--- src/rtl/wb_pkg.sv ---
// wb_pkg: shared encodings and constants for the writeback stage
package wb_pkg;
    typedef enum logic [1:0] {WB_ALU, WB_MEM, WB_LINK, WB_BAD} wb_sel_e;
    typedef enum logic [1:0] {LD_B, LD_H, LD_W} ld_size_e;
    localparam int LINK_INC = 2;
endpackage

--- src/rtl/writeback_stage_load_extend.sv ---
// load_extend: picks the addressed byte/half lane of a memory word and sign- or zero-extends it
module load_extend
    import wb_pkg::*;
#(
    parameter int DATA_W = 32
) (
    input  logic [DATA_W-1:0]            mem_data,
    input  logic [1:0]                   ld_size,
    input  logic                         ld_signed,
    input  logic [$clog2(DATA_W/8)-1:0]  byte_off,
    output logic [DATA_W-1:0]            ext
);
    localparam int IDX_W = $clog2(DATA_W / 8) + 3;
    logic [IDX_W-1:0] b_idx, h_idx;
    logic [7:0]       b_val;
    logic [15:0]      h_val;
    // Half lanes are aligned by clearing the low offset bit of the bit index
    always_comb begin
        b_idx = {byte_off, 3'b000};
        h_idx = b_idx & ~IDX_W'(8);
        b_val = mem_data[b_idx +: 8];
        h_val = mem_data[h_idx +: 16];
        ext   = (ld_size == LD_B) ? {{(DATA_W-8){ld_signed & b_val[7]}}, b_val}
              : (ld_size == LD_H) ? {{(DATA_W-16){ld_signed & h_val[15]}}, h_val}
              : mem_data;
    end
endmodule

--- src/rtl/writeback_stage.sv ---
// writeback_stage: selects and registers register-file write data with stall/flush, retire count and illegal-select flag
module writeback_stage
    import wb_pkg::*;
#(
    parameter int DATA_W = 32,
    parameter int PC_W   = 16,
    parameter int REG_AW = 3,
    parameter int CNT_W  = 32
) (
    input  logic                         clk,
    input  logic                         rst,
    input  logic                         in_valid,
    input  logic                         stall,
    input  logic                         flush,
    input  logic [PC_W-1:0]              pc,
    input  logic [DATA_W-1:0]            alu_res,
    input  logic [DATA_W-1:0]            mem_data,
    input  logic [REG_AW-1:0]            wr_reg,
    input  logic                         wr_en,
    input  logic [1:0]                   wb_sel,
    input  logic [1:0]                   ld_size,
    input  logic                         ld_signed,
    input  logic [$clog2(DATA_W/8)-1:0]  byte_off,
    output logic                         out_valid,
    output logic [PC_W-1:0]              pc_out,
    output logic [DATA_W-1:0]            wr_data,
    output logic [REG_AW-1:0]            wr_reg_out,
    output logic                         wr_en_out,
    output logic [CNT_W-1:0]             retired,
    output logic                         sel_err
);
    logic [DATA_W-1:0] ld_data, sel_data, data_q, data_d;
    logic [PC_W-1:0]   link_pc, pc_q, pc_d;
    logic [REG_AW-1:0] reg_q, reg_d;
    logic [CNT_W-1:0]  cnt_q, cnt_d;
    logic              accept, bad;
    logic              valid_q, valid_d, wen_q, wen_d, err_q, err_d;

    load_extend #(.DATA_W(DATA_W)) u_ext (
        .mem_data (mem_data),
        .ld_size  (ld_size),
        .ld_signed(ld_signed),
        .byte_off (byte_off),
        .ext      (ld_data)
    );

    // Next state: flush beats stall beats accept; data regs only load on accept
    always_comb begin
        accept   = in_valid & ~stall & ~flush;
        bad      = wb_sel == WB_BAD;
        link_pc  = pc + PC_W'(LINK_INC);
        sel_data = (wb_sel == WB_ALU)  ? alu_res
                 : (wb_sel == WB_MEM)  ? ld_data
                 : (wb_sel == WB_LINK) ? DATA_W'(link_pc)
                 : '0;
        valid_d  = flush ? 1'b0 : stall ? valid_q : in_valid;
        pc_d     = accept ? pc : pc_q;
        data_d   = accept ? sel_data : data_q;
        reg_d    = accept ? wr_reg : reg_q;
        wen_d    = accept ? (wr_en & ~bad) : wen_q;
        cnt_d    = cnt_q + CNT_W'(accept);
        err_d    = err_q | (accept & bad);
    end

    // Pipeline register, retire counter and sticky error flag
    always_ff @(posedge clk) begin
        if (rst) begin
            valid_q <= 1'b0;
            pc_q    <= '0;
            data_q  <= '0;
            reg_q   <= '0;
            wen_q   <= 1'b0;
            cnt_q   <= '0;
            err_q   <= 1'b0;
        end else begin
            valid_q <= valid_d;
            pc_q    <= pc_d;
            data_q  <= data_d;
            reg_q   <= reg_d;
            wen_q   <= wen_d;
            cnt_q   <= cnt_d;
            err_q   <= err_d;
        end
    end

    assign out_valid  = valid_q;
    assign pc_out     = pc_q;
    assign wr_data    = data_q;
    assign wr_reg_out = reg_q;
    assign wr_en_out  = valid_q & wen_q;
    assign retired    = cnt_q;
    assign sel_err    = err_q;
endmodule

--- config.mk ---
export PLATFORM = sky130hd
export DESIGN_NAME = writeback_stage
export DESIGN_NICKNAME = d
export VERILOG_FILES = /design/src/rtl/wb_pkg.sv /design/src/rtl/writeback_stage_load_extend.sv /design/src/rtl/writeback_stage.sv
export SDC_FILE = /design/constraint.sdc
export NUM_CORES = 1
export LEC_CHECK = 0
export ABC_AREA = 1
export CORE_ASPECT_RATIO = 1.1
export CORE_MARGIN = 2
export CORE_UTILIZATION = 37
export CTS_BUF_LIST = sky130_fd_sc_hd__clkbuf_4 sky130_fd_sc_hd__clkbuf_8
export CTS_CLUSTER_SIZE = 25
export DETAILED_ROUTE_END_ITERATION = 8
export GPL_TIMING_DRIVEN = 0
export PLACE_DENSITY = 0.69
export SYNTH_ARGS = -nofsm -noshare
export SYNTH_HDL_FRONTEND = slang
export SYNTH_HIERARCHICAL = 1
export SYNTH_SLANG_ARGS = --single-unit
--- constraint.sdc ---
create_clock -name clk -period 7.1 [get_ports clk]
set_input_delay 2.13 -clock clk [delete_from_list [all_inputs] [get_ports clk]]
set_output_delay 2.13 -clock clk [all_outputs]
set_load 0.1 [all_outputs]
== After elaboration in Yosys (flattened, before gate mapping) ==
Index checks and enable logic that the tools add are counted.
Word-level totals
  logic and storage cells: 34
  flip-flop bits (word level): 86
  input bits: 96
  output and inout port bits: 86
Operators by class
  add/sub/neg operators: 2
  reductions and logical operators: 3
  equality and inequality tests: 4
  shifts and indexed selects: 2
  mux-type cells: 5
  bitwise operators: 11
Operator list (number)
  $mux W32: 4
  $add A32 B1 Y32: 1
  $shiftx A32 B6 Y16: 1
  $shiftx A32 B6 Y8: 1
  $add A16 B2 Y16 const B: 1
  $mux W16: 1
  $and A1 B1 Y1: 7
  $eq A2 B1 Y1 const B: 2
  $eq A2 B2 Y1 const B: 2
  $logic_not A2 Y1: 2
  $not A1 Y1: 3
  $reduce_or A2 Y1: 1
  $or A1 B1 Y1: 1

== Logic depth before layout (Yosys ltp) ==
Gate-level depths: netlist of run 1.
  depth in word-level cells: 6
  gate-level depth with buffers: 16
  mapped depth without buffers: 15

== Cells and area by module ==
Netlist of run 1, hierarchy kept.
By module, submodules not included
  writeback_stage: area an instance 4237.8 sq um, cells an instance 612, seq. area each 1721.7 sq um, times used 1
  load_extend: area an instance 1041.0 sq um, cells an instance 245, seq. area each 0.0 sq um, times used 1

== Worst setup path after synthesis of run 1 ==
OpenSTA, ideal clock, no wires.
  kind: input to register
  start: input stall
  end: register cnt_q[18] (netlist: retired[18])
  data arrival time: 3.895 ns
  setup time: 0.119 ns
  path slack: 3.086 ns
  stages: 15
  path through: nor3_4 -> buf_2 -> ha_1 -> ha_1 -> nand2_1 -> nor2_2 -> nand2_1 -> clkinv_2 -> nand2_4 -> nor2_4 -> nand2_2 -> nor2_1 -> nand2_1 -> nand2_1 -> nor2_1
On the way
  word-level cells in the longest chain between the ends: 4
Ends and longest elaborated chain
  from (decl): RTL line writeback_stage.sv:13  | input logic stall,
  $not A1 Y1: RTL line writeback_stage.sv:49  | accept = in_valid & ~stall & ~flush;
  $and A1 B1 Y1 (2 in series): RTL line writeback_stage.sv:49
  via accept: RTL line writeback_stage.sv:36  | logic accept, bad;
  $add A32 B1 Y32: RTL line writeback_stage.sv:61  | cnt_d = cnt_q + CNT_W'(accept);
  to (signal assigned): RTL line writeback_stage.sv:81  | cnt_q <= cnt_d;
  to (decl): RTL line writeback_stage.sv:35  | logic [CNT_W-1:0] cnt_q, cnt_d;
The timed path passes the listed nets, and every way through them passes these cells.
A chain may end at the register's enable or synchronous reset.

== Worst setup path in the final report of run 1 ==
Ends and elaborated chain as after synthesis.

==> results of run 1 <==
area by class of cell:
class                      count  area, um2
inverter                     110        414
clock buffer                   9        124
clock inverter                 6       63.8
timing repair buffer         180       1800
sequential                    86       1720
buffer                        38        188
multi-input combinational    623       2960
tap                          188        235
fill                        1460       6350
report_power, final:
group	leakage, nW	total (mW)	internal, mW	switching [mW]
logic	2.46	0.337	0.111	0.225
registers	0.699	0.506	0.498	0.00869
clock network	0.0911	0.343	0.160	0.183
worst min-delay path by stage:
stage | startpoint | endpoint | slack [ns] | cells past startpoint
floorplan | wen_q | wen_q | 0.45 | 2
detailed placement | wen_q | wen_q | 0.46 | 2
CTS | wen_q | wen_q | 0.48 | 2
global route | wen_q | wen_q | 0.53 | 2
global placement | sel_err | sel_err | 0.45 | 2
finish | wen_q | wen_q | 0.48 | 2
critical path, delay by kind of cell:
kind,cells,cell delay [ns]
buffers and inverters,3,0.90
adders and majority gates,2,0.39
and+or+nand+nor,11,1.28
sequential cells by signal, summed over array words and instances (netlist names):
signal,cells
pc_out,16
sel_err,1
retired,32
wen_q,1
wr_data,32
wr_reg_out,3
out_valid,1
cells by family (layout without fill, tap and decap cells):
| kind of cell | count (synthesis) | count (layout) |
|---|---|---|
| AND/OR/NAND/NOR | 447 | 447 |
| AO/OA/AOI/OAI | 169 | 169 |
| buffers and inverters | 148 | 343 |
| XOR/XNOR | 3 | 3 |
| flip-flops | 86 | 86 |
| adder cells (fa/ha/maj) | 4 | 4 |
per-layer routing:
metal	part of all wire	vias to the layer above	GRT usage
met3	0.063	34	0.0440
met4	0.028	0	0.0914
li1	-	3132	-
met1	0.45	2711	0.315
met5	0	-	0
met2	0.46	241	0.408
through the flow:
step                      cell area, um2  utilization  total power, mW  hold slack, ns
final                               7500        0.542             1.19           0.475
after global routing                7500        0.542             1.24           0.529
after CTS                           7500        0.542             1.19           0.476
after detailed placement            7320        0.528            0.852           0.462
after global placement              7320        0.528            0.852           0.453
after floorplan                     5280            -            0.725           0.446
layout by cell type, fill, tap and decap left out, drive strengths merged, types with 8 or more instances in the layout:
cell type / instances
a21oi: 81
a31oi: 8
buf: 16
clkbuf: 31
clkdlybuf4s50: 180
dfxtp: 86
inv: 109
nand2: 266
nand3: 58
nand4: 10
nor2: 89
nor3: 13
o21ai: 63
cells in the mapped netlist, types with 2 or more instances:
| library cell | instances |
|---|---|
| nor3_2 | 3 |
| o211ai_1 | 3 |
| a31oi_1 | 8 |
| nand3b_1 | 6 |
| nand3_2 | 2 |
| nand2_2 | 8 |
| nor2_2 | 10 |
| clkbuf_1 | 22 |
| inv_2 | 18 |
| dfxtp_1 | 86 |
| inv_1 | 91 |
| nand2_1 | 257 |
| a221oi_1 | 3 |
| nand3_1 | 56 |
| buf_6 | 2 |
| nand4_1 | 9 |
| o21ai_0 | 62 |
| buf_2 | 9 |
| nor2_1 | 75 |
| a21oi_1 | 81 |
| ha_1 | 4 |
| or2_0 | 2 |
| xor2_1 | 2 |
| buf_4 | 5 |
| nor3_1 | 9 |
| a221oi_2 | 2 |
| nor2_4 | 4 |
| o21a_1 | 4 |
| o21bai_1 | 2 |
==> summary.txt, run 1 <==
Floorplanning
  – Num rows: 45
  – Die footprint: approximately 15000 um2
  – Initial core utilization: 0.381
  – Core area: ~14000 um2
  – Ports: 182
  – Chip width: ~120 um
  – Die Y: between 100 and 150 um

Pwr
  – LEAKAGE: about 3.3 nW
  – Peak VDD IR: around 0.0001 V
  – Cell Pwr Density: 158 nW/um2

Synth
  – Gate Count Post-Synth: around 860
  – Netlist cell types: 41
  – Yosys top cell area share: 0.326
  – Register bit total from synthesis: 86
  – Top_reg_cell synth: dfxtp_1
  – Synth Area in XOR/XNOR: 0.00498
  – Synth top area cells: dfxtp_1 (33%), nand2_1 (18%), a21oi_1 (7.7%)
  – Post-synthesis mux area share: 0
  – Cell accounting for the most synthesized area: dfxtp_1
  – Sequential share of the synthesized area: 0.326
  – Adder-Cell Fraction of Synth Area: 0.00948
  – Post-synthesis compound-gate area fraction: 0.174
  – Post-Synth Simple-Gate Area: 0.371
  – Yosys warns: 6
  – Syn Nets: 957
  – Main combinational cell family by area after synthesis: simple AND/OR/NAND/NOR gates
  – Synth async-reset ratio: 0
  – Mapped Area: approximately 5300 um2
  – Mean Syn Cell Area: 6.16 um2
  – Post-synth EDFFs: 0

STA
  – Worst-Margin Slew: roughly 1.1 ns
  – Final Hold Fails: 0
  – Final period utilization: 0.627
  – Fin. max-slew vios: 0
  – Final setup margin: 2.65 ns
  – RSZ-0062 raised after global routing: false
  – Rel. slew slack: 0.295
  – Layout Skew: between 0.008 and 0.009 ns
  – Setup Viol. Count Final: 0
  – Final min period: between 4 and 5 ns
  – Setup_tns: 0 ns
  – Max Freq: ~220 MHz

Worst setup path
  – Worst Path Required: roughly 7.4 ns
  – CP max FO: 11
  – CP Cell Sequence: clkdlybuf4s50_1 > nor3_4 > buf_2 > ha_1 > ha_1 > nand2_1 > nor2_2 > nand2_1 > clkinv_2 > nand2_4 > nor2_4 > nand2_2 > nor2_1 > nand2_1 > nand2_1 > nor2_1
  – Crit path launch: stall
  – CP Capture Point: retired[18]
  – CP most frequent cell: nand2_1
  – Worst path max stage delay: 0.48 ns
  – Arrival time at the worst endpoint: between 4 and 5 ns
  – RR Startpoint: retired[0]
  – Startpoint types: primary input
  – Critical Path End Type: flop
  – R2R cell count: 13
  – CP max stage cell: clkdlybuf4s50_1
  – FF-to-FF End: retired[18]
  – Worst setup path category: in -> reg
  – R2r setup slk: 5.25 ns

GRT
  – First-pass GRT wire length: about 30 mm
  – Initial antenna violation count: 0
  – Global route overflow: 0
  – Vias in the first global route: 5831
  – Largest net degree at the start of global routing: 15
  – Total track usage: 0.244

Clocking
  – Resized cells post-CTS: 0
  – Root Driver: clkbuf_8
  – TritonCTS clock tree: done
  – CTS Buf Count: 9
  – Clk pin slew, worst setup/hold paths: 0.09 ns
  – CTS Hold Bufs: 0
  – Setup bufs post-CTS: 0
  – H-tree depth: 3
  – Maximum clock path buffer count: 2
  – Clock tree sinks: 86
  – Clock Latency Late Sink: 0.36 ns

Route
  – DR iter-0 viols: between 400 and 500
  – DRT antenna net count: 0
  – WL per Instance: about 15 um
  – 1st-pass router iterations: 5
  – Vias/cell: about 4.9
  – Via count: just over 6000
  – Final wirelength: roughly 19 mm
  – # DRC: 0

Place
  – Post-detail-place hpwl: around 15 mm
  – Post-place setup slack: between 2 and 2.5 ns
  – Routability cong.: 0.936
  – Placed Cells: roughly 1200
  – I/O Buffers: 180

Run
  – Max_cap viols: 0

Finish
  – N_diodes: 0
  – Fin nets: approximately 1100
  – Layout area overhead: 42.1%
  – Ratio of cells with drive above 1 in the final layout: 0.0798
  – Final std cells w/o fill: about 1200

Status
  – Status: finished, final reports clean

Worst hold path
  – HP Class: reg -> reg
Power figures use the tool's default switching activity.
==> inputs of run 2 (changes only) <==
clock period = 4.5 ns   (was 7.1 ns; I/O delays follow)
==> results of run 2 <==
Same layout as run 1 (identical final DEF). Status: finished, final reports clean.
Among the figures that moved: setup slack after placement 2.27 ns -> 0.451 ns; setup slack after layout 2.65 ns -> 0.828 ns; register-to-register setup slack 5.25 ns -> 2.65 ns; total power 1.19 mW -> 1.87 mW; worst IR drop on VDD 0.000102 V -> 0.000161 V
